`src/rtl/sevseg_pkg.sv`:
```
// sevseg_pkg: scan states and active-high segment patterns {g,f,e,d,c,b,a} for the 7-segment scanner
package sevseg_pkg;
  typedef enum logic [1:0] {DIG0, DIG1, DIG2, DIG3} scan_e;
  localparam logic [6:0] SEG_BLANK = 7'h00;
  localparam logic [6:0] SEG_DASH = 7'h40;
  localparam logic [15:0][6:0] SEG_TABLE = {
    SEG_DASH, SEG_DASH, SEG_DASH, SEG_DASH, SEG_DASH, SEG_DASH,
    7'h6F, 7'h7F, 7'h07, 7'h7D, 7'h6D, 7'h66, 7'h4F, 7'h5B, 7'h06, 7'h3F
  };
endpackage

```
`src/rtl/sevseg_decode.sv`:
```
// sevseg_decode: 4-bit digit to active-high 7-segment pattern, dash for non-BCD codes
module sevseg_decode
  import sevseg_pkg::*;
(
  input  logic [3:0] digit_i,
  output logic [6:0] seg_o
);
  assign seg_o = SEG_TABLE[digit_i];
endmodule

```
`src/rtl/bcd_sevenseg_scan.sv`:
```
// bcd_sevenseg_scan: tear-free 3-digit BCD scanner onto a 4-digit 7-segment display
// SEVSEG_ZERO_BLANK_EN enables leading-zero suppression of the hundreds and tens digits.
module bcd_sevenseg_scan
  import sevseg_pkg::*;
#(
  parameter int SCAN_DIV   = 100_000,
  parameter bit ACTIVE_LOW = 1'b1
) (
  input  logic       clk,
  input  logic       rst,
  input  logic       load,
  input  logic [3:0] hundreds,
  input  logic [3:0] tens,
  input  logic [3:0] ones,
  output logic [6:0] seg,
  output logic [3:0] an,
  output logic       dp,
  output logic       frame_done
);
  localparam int CW = $clog2(SCAN_DIV);
  logic [CW-1:0] cnt_q, cnt_d;
  scan_e state_q, state_d;
  logic [11:0] pend_q, pend_d, shown_q, shown_d;
  logic pvld_q, pvld_d, fd_q;
  logic [6:0] seg_q, seg_d, dec, seg_act;
  logic [3:0] an_q, an_d, an_act, digit;
  logic wrap, bnd, lit;
  sevseg_decode u_dec (.digit_i(digit), .seg_o(dec));
  always_comb begin
    wrap = cnt_q == CW'(SCAN_DIV - 1);
    bnd = wrap && state_q == DIG3;
    cnt_d = wrap ? '0 : cnt_q + CW'(1);
    state_d = wrap ? scan_e'(state_q + 2'd1) : state_q;
    pend_d = load ? {hundreds, tens, ones} : pend_q;
    pvld_d = load ? !bnd : (bnd ? 1'b0 : pvld_q);
    // a load coinciding with the frame boundary bypasses pending straight into the new frame
    shown_d = (bnd && load) ? {hundreds, tens, ones} : (bnd && pvld_q) ? pend_q : shown_q;
    digit = state_q == DIG0 ? shown_q[3:0] : state_q == DIG1 ? shown_q[7:4] : shown_q[11:8];
`ifdef SEVSEG_ZERO_BLANK_EN
    lit = state_q == DIG0 ||
          (state_q == DIG1 && shown_q[11:4] != 8'h00) ||
          (state_q == DIG2 && shown_q[11:8] != 4'h0);
`else
    lit = state_q != DIG3;
`endif
    seg_act = lit ? dec : SEG_BLANK;
    an_act = lit ? 4'(1) << state_q : 4'h0;
    seg_d = seg_act ^ {7{ACTIVE_LOW}};
    an_d = an_act ^ {4{ACTIVE_LOW}};
  end
  always_ff @(posedge clk) begin
    if (rst) begin
      cnt_q <= '0;
      state_q <= DIG0;
      pend_q <= '0;
      shown_q <= '0;
      pvld_q <= 1'b0;
      fd_q <= 1'b0;
      seg_q <= {7{ACTIVE_LOW}};
      an_q <= {4{ACTIVE_LOW}};
    end else begin
      cnt_q <= cnt_d;
      state_q <= state_d;
      pend_q <= pend_d;
      shown_q <= shown_d;
      pvld_q <= pvld_d;
      fd_q <= bnd;
      seg_q <= seg_d;
      an_q <= an_d;
    end
  end
  assign seg = seg_q;
  assign an = an_q;
  assign dp = ACTIVE_LOW;
  assign frame_done = fd_q;
endmodule

```
`config.mk`:
```
export PLATFORM = sky130hd
export DESIGN_NAME = bcd_sevenseg_scan
export DESIGN_NICKNAME = d
export VERILOG_FILES = /design/src/rtl/sevseg_pkg.sv /design/src/rtl/sevseg_decode.sv /design/src/rtl/bcd_sevenseg_scan.sv
export SDC_FILE = /design/constraint.sdc
export NUM_CORES = 1
export LEC_CHECK = 0
export ABC_AREA = 0
export BUFFER_PORTS_ARGS = -buffer_cell sky130_fd_sc_hd__buf_2
export CORE_UTILIZATION = 50
export CTS_BUF_LIST = sky130_fd_sc_hd__clkbuf_8 sky130_fd_sc_hd__clkbuf_16
export CTS_CLUSTER_SIZE = 24
export DETAILED_ROUTE_END_ITERATION = 10
export GPL_ROUTABILITY_DRIVEN = 0
export PLACE_DENSITY_LB_ADDON = 0.12
export SLEW_MARGIN = 5
export SYNTH_ARGS = -nofsm -noshare
export SYNTH_HDL_FRONTEND = slang
export SYNTH_HIERARCHICAL = 1
export SYNTH_SLANG_ARGS = --single-unit
```
`constraint.sdc`:
```
create_clock -name clk -period 2.7 [get_ports clk]
set_clock_uncertainty 0.1 [all_clocks]
set_input_delay 0.54 -clock clk [delete_from_list [all_inputs] [get_ports clk]]
set_output_delay 0.54 -clock clk [all_outputs]
set_load 0.005 [all_outputs]
```
* Yosys cells after proc, flatten, opt, wreduce, memory -nomap -nowiden
Memories as Yosys holds them, arrays and structs flattened. Index checks and enable logic that the tools add are counted.
Storage, ports and cells: bits in registers 56, latch bits 0, RAM bits 0, ROM bits 112, logic and storage cells 36, memories kept 1
Memories:
- (name not given) | depth 16, width 7, read ports 1, clocked after memory_dff 0, write ports 0, line sevseg_decode.sv:8 | assign seg_o = SEG_TABLE[digit_i];
Operators by class: $add $sub $neg 2, $mul 0, divide/modulo/power cells 0, magnitude comparators 1, equal/unequal tests 4, shift-type cells 1, mux-type cells 9, bitwise operators 2, reduce and logical (&&, ||, !) cells 8
Operators with widths (number):
- $mux 12 | 2
- $add 17x1->17 const B | 1
- $eq 17x17->1 const B | 1
- $mux 7 | 2
- $mux 4 | 3
- $not 7->7 | 1
- $lt 4x5->1 const B | 1
- $not 4->4 | 1
- $reduce_bool 2->1 | 2
- $shl 1x2->4 const A | 1
- $logic_and 1x1->1 | 3
- $add 2x1->2 const B | 1
- $eq 2x1->1 const B | 1
- $eq 2x2->1 const B | 1
- $logic_not 2->1 | 1
- $mux 1 | 2
- $ne 2x2->1 const B | 1
- $reduce_or 2->1 | 1
- $logic_not 1->1 | 1

* Depth between registers and ports, before layout
word-level depth 7, depth in mapped cells 10, depth with buffers taken out 9

* By module
The synthesis kept the hierarchy.
Modules (own cells, without submodules):
- bcd_sevenseg_scan | instances 1, cells each 240, area an instance 2283.4 um^2, seq. area each 1101.1 um^2
- sevseg_decode | instances 1, cells each 29, area an instance 227.7 um^2, seq. area each 0.0 um^2

* Least setup slack after synthesis
No wires, ideal clock.
kind reg-to-reg, start register state_q[1], end register seg_q[0] (netlist: seg[0]), data arrival time 2198 ps, required time 2473 ps, path slack 276 ps, cell stages (with the launch flop) 11, period minus slack after synthesis 2424 ps, cells stage by stage dfxtp_1 inv_1 ha_1 clkbuf_1 mux2i_1 o21ai_0 inv_1 ha_1 mux2_2 o22ai_1 nand2_1
On the way: longest elaborated chain between the ends 7, elaborated cells on any way between the ends 9, classes of those cells eq/ne (2); mux (4); bitwise (1); reduce/logical (1); memory (1)
RTL lines:
- start: declaration | line bcd_sevenseg_scan.sv:22 | scan_e state_q, state_d;
- start signal: assignment | line bcd_sevenseg_scan.sv:63 | state_q <= state_d;
- $eq 2x1->1 | line bcd_sevenseg_scan.sv:38 | digit = state_q == DIG0 ? shown_q[3:0] : state_q == DIG1 ? shown_q[7:4] : shown_q[11:8];
- $mux 4 | line bcd_sevenseg_scan.sv:38
- $mux 4 (*) | line bcd_sevenseg_scan.sv:38
- named net digit[1] | line bcd_sevenseg_scan.sv:26 | logic [3:0] an_q, an_d, an_act, digit;
- $mem_v2 16x7 (*)
- $mux 7 (implied by the code) (*) | line sevseg_decode.sv:8
- named net dec[0] | line bcd_sevenseg_scan.sv:25 | logic [6:0] seg_q, seg_d, dec, seg_act;
- $mux 7 (*) | line bcd_sevenseg_scan.sv:46 | seg_act = lit ? dec : SEG_BLANK;
- $not 7->7 (no source line) (*)
- end signal: assignment | line bcd_sevenseg_scan.sv:59 | seg_q <= {7{ACTIVE_LOW}};
- end signal: assignment | line bcd_sevenseg_scan.sv:68 | seg_q <= seg_d;
- end: declaration | line bcd_sevenseg_scan.sv:25
Mark *: on every way through the listed nets, which the timed path passes. The rest lies on a longest branch. The select of a mux whose other input is x is not followed. A chain may end at the register's enable or synchronous reset.

* Worst setup path in the final report
start register cnt_q[5], end register shown_q[1]
On the way: longest elaborated chain between the ends 4, elaborated cells on any way between the ends 6, classes of those cells eq/ne (1); mux (1); reduce/logical (4)
RTL lines:
- start: declaration | line bcd_sevenseg_scan.sv:21 | logic [CW-1:0] cnt_q, cnt_d;
- start signal: assignment | line bcd_sevenseg_scan.sv:62 | cnt_q <= cnt_d;
- $eq 17x17->1 (*) | line bcd_sevenseg_scan.sv:30 | wrap = cnt_q == CW'(SCAN_DIV - 1);
- $logic_and 1x1->1 (*) | line bcd_sevenseg_scan.sv:31 | bnd = wrap && state_q == DIG3;
- $logic_and 1x1->1 | line bcd_sevenseg_scan.sv:37 | shown_d = (bnd && load) ? {hundreds, tens, ones} : (bnd && pvld_q) ? pend_q : shown_q;
- $mux 12 / $reduce_bool 2->1 (equally long branches)
- end signal: assignment | line bcd_sevenseg_scan.sv:65 | shown_q <= shown_d;
- end: declaration | line bcd_sevenseg_scan.sv:23 | logic [11:0] pend_q, pend_d, shown_q, shown_d;
Every way passes the cells marked *; elsewhere a longest branch is shown, timed or not.

==> reports/metrics.cfg <==
[status]
status=completed

[synth]
yosysSeqAreaShare=0.438
synth_edf_count=0
ys_seq_elements=55
avgSynthCellArea_um2=9.34
syn-cell-area_mm2=0.00251
synth.distinct_cells=41
syn_inst=269
synth-async-reset-ratio=0
ys.flop_type=dfxtp_1
ys_warn_count=6

[routing]
ant_nets=0
dr.pass1.iters=4
vias_per_cell=4.99
drcViolationCount=0
first_iter_violations=53
wl_mm=4.23
vias=1792
wire_per_inst_um=11.8

[clocking]
holdBufCountCts=0
cts_buffers=5
clk_latency_ps=300
cts_buffer_depth=2
cts_setup_buffers=0
clockRootBuffer=clkbuf_8
cts_tree=yes
htree_levels=2
clk_pin_slew_ps=90
cts_resized=0
clock-sinks=55

[power]
power_mw=1.33
power.density_mw_per_mm2=481
peakVddDrop_mv=0.277
leakage_nw=1.13

[finish]
n_antenna_cell=0
design_area_mm2=0.00276
finalNetCount=321
layout.cells.non_filler=359
final_common_cell=dfxtp_1
nFillCells=455
drive_above_1_share=0.151
final_cell_mix=dfxtp_1, nor2_1, buf_2, o21ai_0, nand2_1
area_growth_pct=9.87

[global_route]
grt_pass1_vias=1609
grt-ovfl-total=0
grt_antenna_before_repair=0
grt_pass1_wl_mm=7.22
grt_max_degree=34
grt_usage=0.178

[sta]
hold_violations=0
fin_crit_ps=2470
worst_slew_pin_slew_ps=584
max_slew_margin=0.610
slew_violations=0
rsz0062_at_grt=no
setup_viol=0
max_freq_mhz=405
fin_tns_setup_ps=0
fin_crit_sh=0.914

[floorplanning]
rows=25
die_height_um=72.9
start_util=0.525
fp.coreArea_mm2=0.00479
dieArea_mm2=0.00531
fp.dieW_um=72.9
io_pins=28

[setup_path]
r2r_start=cnt_q[5]
crit_required_ps=2800
start_kind=register
crit_arrival_ps=2570
crit_type=register to register
end_kind=register
cp-startpoint=cnt_q[5]
crit_path_max_fanout=12

[hold_path]
hp-class=register to register
worstHoldStart=cnt_q[0]

[job]
cap_violations=0

[placed_design]
placed_cell_area_mm2=0.00269
numPortBuffers=25
dp_cells=353
dp_hpwl_mm=2.95

[through the flow]
stage	worst slack [ps]	utilization	hold slack, ps
global placement	259	0.561	343
global route	168	0.576	389
detailed placement	228	0.561	351
finish	232	0.576	369
floorplan	276	-	326
CTS	220	0.576	371
[cell usage after synthesis (2+ instances only)]
master    instances  area, um2
clkbuf_1          7       26.3
a21o_1            2       15.0
nand2b_1          5       31.3
ha_1             13        163
nand4_1           6       37.5
buf_6             2       22.5
nor4_1            3       18.8
nand2_1          17       63.8
a22oi_1           8       60.1
o21ai_0          23        115
nor2_1           31        116
nand3_1           5       25.0
and4_1            4       35.0
xnor2_1           5       43.8
mux2_4            4       60.1
nor2b_1          15       93.8
o22ai_1           3       18.8
or4b_1            2       20.0
mux2i_1          16        160
buf_4             2       15.0
inv_1            10       37.5
dfxtp_1          55       1100
buf_2             3       15.0
a21oi_1           3       15.0
xor2_1            9       78.8
[registers in the layout, indices dropped and copies added, names as in the netlist]
signal / flops
pvld_q: 1
seg: 7
pend_q: 12
cnt_q: 17
state_q: 2
an: 3
shown_q: 12
frame_done: 1
[cell families after synthesis]
kind of cell | count (synthesis) | synth area share
AO/OA/AOI/OAI | 44 | 0.106
XOR/XNOR | 14 | 0.0488
adder cells (fa/ha/maj) | 13 | 0.0648
buffers and inverters | 25 | 0.0478
flip-flops | 55 | 0.438
multiplexers | 21 | 0.0922
other | 1 | 0.00149
AND/OR/NAND/NOR | 96 | 0.201
[layout make-up]
cell class                      count  area, um2  share of cell area
Timing Repair Buffer               31        170              0.0617
Tap cell                           67       83.8              0.0304
Clock buffer                        5       68.8              0.0249
Multi-Input combinational cell    190       1290               0.469
Clock inverter                      1       3.75             0.00136
Inverter                           10       37.5              0.0136
Sequential cell                    55       1100               0.399
[per-layer routing]
metal / GRT usage / up-vias / part of all wire
met4: 0.0719 / 0 / 0.017
met1: 0.238 / 804 / 0.51
li1: - / 956 / -
met2: 0.277 / 25 / 0.44
met3: 0.0414 / 7 / 0.032
met5: 0 / - / 0
[worst paths after layout]
kind,endpoint,slack [ps],cells after the start
worst min-delay path,cnt_q[0],370,1
worst max-delay path,shown_q[1],230,4
worst max register to register,shown_q[1],230,4
worst min register to register,cnt_q[0],370,1
[where the power goes]
| part | total (mW) | internal [mW] | switching (mW) | leakage, nW |
|---|---|---|---|---|
| registers | 0.840 | 0.831 | 0.00904 | 0.449 |
| clock network | 0.413 | 0.170 | 0.243 | 0.0413 |
| logic | 0.0745 | 0.0340 | 0.0405 | 0.641 |
[worst max-delay path: stages, from the launching register on]
cell and delay (ps):
dfxtp_1 370, or4b_1 550, or4_4 630, or2_0 370, mux2_4 350
No activity file was read; power rests on OpenSTA's default activity.
